--- src/rtl/mem_data_ctrl_pkg.sv ---
// Shared constants for the load/store data controller: instruction encodings,
// widths, IO address decode and small byte-lane helpers.
package mem_data_ctrl_pkg;

    localparam int INST_TYPE_WIDTH = 4;
    localparam int DATA_WIDTH      = 32;

    localparam logic [INST_TYPE_WIDTH-1:0] OT_LB  = 4'd0;
    localparam logic [INST_TYPE_WIDTH-1:0] OT_LH  = 4'd1;
    localparam logic [INST_TYPE_WIDTH-1:0] OT_LW  = 4'd2;
    localparam logic [INST_TYPE_WIDTH-1:0] OT_LBU = 4'd3;
    localparam logic [INST_TYPE_WIDTH-1:0] OT_LHU = 4'd4;
    localparam logic [INST_TYPE_WIDTH-1:0] OT_SB  = 4'd5;
    localparam logic [INST_TYPE_WIDTH-1:0] OT_SH  = 4'd6;
    localparam logic [INST_TYPE_WIDTH-1:0] OT_SW  = 4'd7;

    // addr[17:16] selecting the UART/IO window
    localparam logic [1:0] IO_SPACE = 2'b11;

    typedef enum logic [1:0] {
        IDLE  = 2'd0,
        LOAD  = 2'd1,
        STORE = 2'd2,
        DONE  = 2'd3
    } state_t;

    function automatic logic is_io(input logic [DATA_WIDTH-1:0] a);
        return (a[17:16] == IO_SPACE);
    endfunction

    function automatic logic [DATA_WIDTH-1:0] byte_addr(input logic [DATA_WIDTH-1:0] base,
                                                        input logic [2:0] k);
        return base + {29'd0, k};
    endfunction

    function automatic logic [7:0] byte_sel(input logic [DATA_WIDTH-1:0] w, input logic [1:0] k);
        return w[{k, 3'b000} +: 8];
    endfunction

endpackage

--- src/rtl/mem_size_decode.sv ---
// Maps an ordertype to its access size in bytes and its direction.
module mem_size_decode
    import mem_data_ctrl_pkg::*;
(
    input  logic [INST_TYPE_WIDTH-1:0] ordertype,
    output logic [2:0]                 n_bytes,
    output logic                       is_store
);

    // Size/direction table
    always_comb begin
        n_bytes  = 3'd1;
        is_store = 1'b0;
        case (ordertype)
            OT_LB, OT_LBU: n_bytes = 3'd1;
            OT_LH, OT_LHU: n_bytes = 3'd2;
            OT_LW:         n_bytes = 3'd4;
            OT_SB: begin n_bytes = 3'd1; is_store = 1'b1; end
            OT_SH: begin n_bytes = 3'd2; is_store = 1'b1; end
            OT_SW: begin n_bytes = 3'd4; is_store = 1'b1; end
            default: begin n_bytes = 3'd1; is_store = 1'b0; end
        endcase
    end

endmodule

--- src/rtl/mem_data_ctrl.sv ---
// Byte-serial load/store controller between the load/store buffer and a
// byte-wide synchronous RAM (one cycle read latency) with IO backpressure.
module mem_data_ctrl
    import mem_data_ctrl_pkg::*;
(
    input  logic                       clk,
    input  logic                       rst,
    input  logic                       rdy,
    input  logic                       clear,
    input  logic                       load_req,
    input  logic                       store_req,
    input  logic [INST_TYPE_WIDTH-1:0] ordertype,
    input  logic [DATA_WIDTH-1:0]      vj,
    input  logic [DATA_WIDTH-1:0]      vk,
    input  logic [DATA_WIDTH-1:0]      A,
    output logic                       data_ok,
    output logic [DATA_WIDTH-1:0]      data_ans,
    output logic                       busy,
    input  logic [7:0]                 mem_din,
    output logic [7:0]                 mem_dout,
    output logic [DATA_WIDTH-1:0]      mem_a,
    output logic                       mem_wr,
    input  logic                       io_buffer_full
);

    state_t                state_r, state_s;
    logic [DATA_WIDTH-1:0] addr_r, vk_r, addr_s;
    logic [2:0]            n_r, issue_r, cap_r, n_s, cap_n_s, issue_inc_s;
    logic                  pend_r, store_r, io_r;
    logic                  is_store_s, op_store_s, accept_s, stall_s, write_s, last_s;

    mem_size_decode u_size_decode (
        .ordertype (ordertype),
        .n_bytes   (n_s),
        .is_store  (is_store_s)
    );

    // A strobe names the direction; store wins a tie
    assign op_store_s  = store_req ? 1'b1 : (is_store_s & ~load_req);
    assign addr_s      = vj + A;
    assign accept_s    = (state_r == IDLE) & rdy & ~clear & (load_req | store_req);
    assign stall_s     = io_r & io_buffer_full;
    assign write_s     = (state_r == STORE) & rdy & ~stall_s & ~rst;
    assign last_s      = (issue_r == (n_r - 3'd1));
    assign cap_n_s     = cap_r + {2'b00, pend_r};
    assign issue_inc_s = issue_r + 3'd1;
    assign busy        = (state_r != IDLE);

    // State register
    always_ff @(posedge clk) begin
        if (rst) state_r <= IDLE;
        else     state_r <= state_s;
    end

    // Next state, write strobe and completion pulse
    always_comb begin
        state_s = state_r;
        mem_wr  = 1'b0;
        data_ok = 1'b0;
        case (state_r)
            IDLE: begin
                if (accept_s) state_s = op_store_s ? STORE : LOAD;
                else          state_s = IDLE;
            end
            LOAD: begin
                if (!rdy)                     state_s = LOAD;
                else if (clear)               state_s = IDLE;
                else if (cap_n_s == n_r)      state_s = DONE;
                else                          state_s = LOAD;
            end
            STORE: begin
                mem_wr = write_s;
                if (write_s && last_s) state_s = DONE;
                else                   state_s = STORE;
            end
            DONE: begin
                if (!rdy)                   state_s = DONE;
                else if (clear && !store_r) state_s = IDLE;
                else begin
                    data_ok = ~rst;
                    state_s = IDLE;
                end
            end
            default: state_s = IDLE;
        endcase
    end

    // Request latch, address sequencing and byte assembly.
    // issue_r: byte index on mem_a now; pend_r: mem_din holds byte cap_r.
    always_ff @(posedge clk) begin
        if (rst) begin
            addr_r   <= 32'd0;
            vk_r     <= 32'd0;
            n_r      <= 3'd0;
            store_r  <= 1'b0;
            io_r     <= 1'b0;
            issue_r  <= 3'd0;
            cap_r    <= 3'd0;
            pend_r   <= 1'b0;
            mem_a    <= 32'd0;
            mem_dout <= 8'd0;
            data_ans <= 32'd0;
        end else if (accept_s) begin
            addr_r  <= addr_s;
            vk_r    <= vk;
            n_r     <= n_s;
            store_r <= op_store_s;
            io_r    <= is_io(addr_s);
            issue_r <= 3'd0;
            cap_r   <= 3'd0;
            pend_r  <= 1'b0;
            mem_a   <= addr_s;
            if (op_store_s) mem_dout <= vk[7:0];
            else            data_ans <= 32'd0;
        end else if (state_r == LOAD && rdy && !clear) begin
            if (pend_r) data_ans[{cap_r[1:0], 3'b000} +: 8] <= mem_din;
            cap_r <= cap_n_s;
            if (issue_r == cap_n_s) begin
                pend_r  <= 1'b1;
                issue_r <= issue_inc_s;
                if (issue_inc_s < n_r) mem_a <= byte_addr(addr_r, issue_inc_s);
            end else begin
                // After a stall the RAM output is stale; re-present the awaited byte
                pend_r  <= 1'b0;
                issue_r <= cap_n_s;
                mem_a   <= byte_addr(addr_r, cap_n_s);
            end
        end else if (state_r == LOAD && !rdy) begin
            pend_r <= (issue_r == cap_r);
        end else if (write_s && !last_s) begin
            issue_r  <= issue_inc_s;
            mem_a    <= byte_addr(addr_r, issue_inc_s);
            mem_dout <= byte_sel(vk_r, issue_inc_s[1:0]);
        end
    end

endmodule
--- config.mk ---
export PLATFORM = sky130hd
export DESIGN_NAME = mem_data_ctrl
export DESIGN_NICKNAME = d
export VERILOG_FILES = /design/src/rtl/mem_data_ctrl_pkg.sv /design/src/rtl/mem_size_decode.sv /design/src/rtl/mem_data_ctrl.sv
export SDC_FILE = /design/constraint.sdc
export NUM_CORES = 1
export LEC_CHECK = 0
export CAP_MARGIN = 20
export CORE_MARGIN = 2
export CORE_UTILIZATION = 47
export DETAILED_ROUTE_END_ITERATION = 16
export PLACE_DENSITY = 0.89
export SYNTH_ARGS = -nofsm -noshare
export SYNTH_HDL_FRONTEND = slang
export SYNTH_SLANG_ARGS = --single-unit
--- constraint.sdc ---
create_clock -name clk -period 3.33 [get_ports clk]
set_clock_uncertainty 0.2 [all_clocks]
set_input_delay 0.333 -clock clk [delete_from_list [all_inputs] [get_ports clk]]
set_output_delay 0.333 -clock clk [all_outputs]
set_load 0.1 [all_outputs]
==> results by group <==
Detailed routing
  • Routed len/inst: 17.27 um
  • Drt total wl: 28.16 mm
  • Vias/cell: 5.979
  • DRC: 0
  • Final ANT Viol Nets: 0
  • Initial DRC count: 971
  • Vias: 9745
  • 1st-pass router iterations: 6

Finish
  • Fill cell count: 1618
  • Synthesis-to-layout area growth: 30.84%
  • Finished Layout Cells: 1630
  • Final Core Density: 0.6251
  • Commonest non-fill, non-tap cell in the layout: nand2_1
  • Register Area: 0.003003 mm^2
  • Area of the multi-input gates: 0.005924 mm^2
  • Net count, final: 1518
  • Commonest cells after routing, fill and taps aside: nand2_1 (179), clkdlybuf4s50_1 (170), dfxtp_1 (150)
  • N_diodes: 0
  • Layout cells sized above 1: 0.1092
  • Finished Cell Area: 0.01217 mm^2

Power
  • Pwr Total: 5.162 mW
  • Pleak: 4.591 nW
  • Sequential share of power: 0.381
  • Combinational Power Share: 0.254
  • Sw frac: 0.3269
  • Pwr/cell area: 424.3 mW/mm^2
  • Internal cell power: 3.475 mW
  • Switching pwr: 1.688 mW
  • IR drop worst, VDD: 0.2610 mV
  • Clock Power Share: 0.364

Hold path
  • Hold path depth: 2
  • WHS Endpoint: data_ans[27]
  • Hold Startpoint: rst
  • Hold crit path type: input pin to flip-flop

Die
  • Core area: 0.01946 mm^2
  • Die W: 144.7 um
  • # IOs: 190
  • Die area: 0.02092 mm^2
  • Initial Utilization: 0.4777
  • Rows: 51
  • Die height: 144.7 um

Worst setup path
  • CP cell instances: ha_1 -> ha_1 -> inv_1 -> fa_1 -> nor2b_2 -> o2111ai_2 -> or2_1 -> mux2_2 -> o21ai_1 -> a31oi_1 -> o31a_1
  • Worst setup EP type: flip-flop
  • Max FO, Critical Path: 4
  • Critical path launch point type: flip-flop
  • Slowest CP cell: fa_1
  • CP max stage delay: 440 ps
  • Reg2reg start: pend_r
  • Worst path required time: 3450 ps
  • Crit path buffers/inverters: 1
  • R2R Setup Slk: 200 ps
  • R2R Path End: mem_a[30]
  • Crit path max-delay family: adder cells
  • CP Class: flip-flop to flip-flop
  • Cell depth of the worst flop-to-flop path: 11
  • Critical Path AT: 3250 ps
  • Most used cell, CP: ha_1

STA
  • Final Hold Fails: 0
  • Rel. slew slack: 0.3222
  • WHS: 77.80 ps
  • Unrepaired setup endpoints after global routing: no
  • Final Max Slew Viols: 0
  • Final worst setup slack: 204.3 ps
  • Worst Tran Pin Value: 1013 ps
  • Final worst path period need: 3126 ps
  • Max Fclk: 319.9 MHz
  • Setup violations, final: 0
  • Setup TNS Final: 0 ps
  • Final period util: 0.9387

Synth
  • Post-synth EDFFs: 0
  • Synthesized area per cell: 7.974 um^2
  • Ys Warns: 0
  • Syn_nets: 1332
  • Post-Synthesis Cells: 1166
  • FF+latch count, synth: 150
  • Synth cell types: 97
  • Synth Flop Type: dfxtp_1
  • Netlist Area Pre-Place: 0.009298 mm^2
  • Async S/R FF share, synth: 0
  • Sequential area share after synthesis: 0.3230

Placement
  • Dpl cells: 1598
  • Final Wtd Congestion: 0.9525
  • Final HPWL DP: 20.87 mm
  • Place WS: -88.75 ps
  • Buffers on Ports: 189
  • Post-Place Cell Area: 0.01159 mm^2

Clock network
  • Clock root cell: clkbuf_16
  • Worst-path clk slew: 60 ps
  • CTS tree: built
  • Inserted Clock Buffers: 17
  • H-tree depth: 4
  • Longest Clk Path Bufs: 2
  • CTS Sinks: 150
  • Post-CTS Setup Bufs: 0
  • Clk Latency, worst-skew pair: 440 ps

Global route
  • First-pass GRT wire length: 44.72 mm
  • Initial antenna violation count: 0
  • Vias in the first global route: 9147
  • GRT Util Overall: 0.2674
  • Largest net degree at the start of global routing: 87
  • GRT overflow: 0

Flow run
  • Max-Cap Viols: 0

Status
  • Status: finished, final reports clean
==> power groups by stage <==
stage | sequential [mW] | clock, mW | combinational [mW]
3_3_place_gp | 2.00 | 0 | 1.27
4_1_cts | 1.97 | 1.88 | 1.30
6_report | 1.97 | 1.88 | 1.31
5_1_grt | 1.98 | 1.97 | 1.40
2_1_floorplan | 2.26 | 0 | 0.607
3_5_place_dp | 2.00 | 0 | 1.29
==> metal layers <==
metal | vias up | wire length [um] | track usage
li1 | 4635 | - | -
met2 | 432 | 13380 | 0.4375
met4 | 0 | 738 | 0.09964
met3 | 64 | 2251 | 0.06417
met5 | - | 0 | 0
met1 | 4614 | 11790 | 0.3433
==> sequential cells by signal (all words and copies together), names as in the netlist <==
register and cells:
mem_dout 8, addr_r 32, state_r 2, io_r 1, vk_r 32, n_r 3
pend_r 1, data_ans 32, issue_r 3, store_r 1, cap_r 3, mem_a 32
==> cells by family (layout without fill, tap and decap cells) <==
group                      count (synthesis)  after routing  share of synthesized area
DFF                                      150            150                     0.3230
AOI/OAI and AO/OA                        380            380                     0.2678
muxes                                     22             22                    0.03512
and+or+nand+nor                          432            432                     0.2211
adders and majority gates                 51             51                    0.07105
xor gates and xnor gates                  41             41                    0.04010
buffers and inverters                     90            289                    0.04185
==> Yosys cell counts (4+ instances only) <==
master,number,area share
nand3_1,25,0.013
o211ai_1,4,0.0032
and4_1,6,0.0057
mux4_2,8,0.019
xor2_1,24,0.023
nor3_1,20,0.011
o21ai_1,34,0.018
a21oi_2,4,0.0038
a22o_1,9,0.0085
inv_1,23,0.0093
buf_2,26,0.014
ha_1,48,0.065
o21a_1,6,0.0048
mux2i_1,11,0.012
nor2b_1,8,0.0054
xnor2_1,16,0.015
o21ai_0,41,0.022
a211oi_1,5,0.0040
nand4_1,18,0.012
or2_2,6,0.0040
a311oi_1,11,0.010
and3_1,12,0.0081
a21oi_1,138,0.074
a21o_1,26,0.021
o22ai_1,8,0.0054
a22oi_1,22,0.018
nor2_1,99,0.040
dfxtp_1,150,0.32
and2_1,11,0.0074
a31oi_1,25,0.017
clkbuf_1,35,0.014
nand3b_1,4,0.0032
nand2_1,179,0.072
nand2b_1,5,0.0034
or3_1,10,0.0067
==> worst register-to-register path: stages, from the launching register on <==
cell	delay, ps
dfxtp_1	330
ha_1	190
ha_1	320
inv_1	70
fa_1	440
nor2b_2	170
o2111ai_2	140
or2_1	300
mux2_2	310
o21ai_1	120
a31oi_1	130
o31a_1	300
==> final cells by class <==
type                       instances  area share
clock buffer                      20     0.03589
clock inverter                    12     0.01070
inverter                          24    0.007405
multi-input combinational        926      0.4870
sequential                       150      0.2468
tap                              265     0.02726
timing repair buffer             233      0.1849
==> what timing repair did <==
| item | 4_1_cts | 5_1_grt |
|---|---|---|
| setup endpoints to repair | 0 | 4 |
| hold buffers | 0 | 0 |
| gates resized for setup | 0 | 2 |
==> worst max path at each step <==
stage	startpoint	to	slack (ps)	cells past startpoint
3_3_place_gp	A[0]	addr_r[30]	0.5	10
5_1_grt	pend_r	mem_a[30]	10	11
3_5_place_dp	A[0]	addr_r[30]	-90	10
4_1_cts	pend_r	mem_a[30]	210	11
6_report	pend_r	mem_a[30]	200	11
2_1_floorplan	rdy	data_ok	150	3
(Power assumes the default switching activity.)
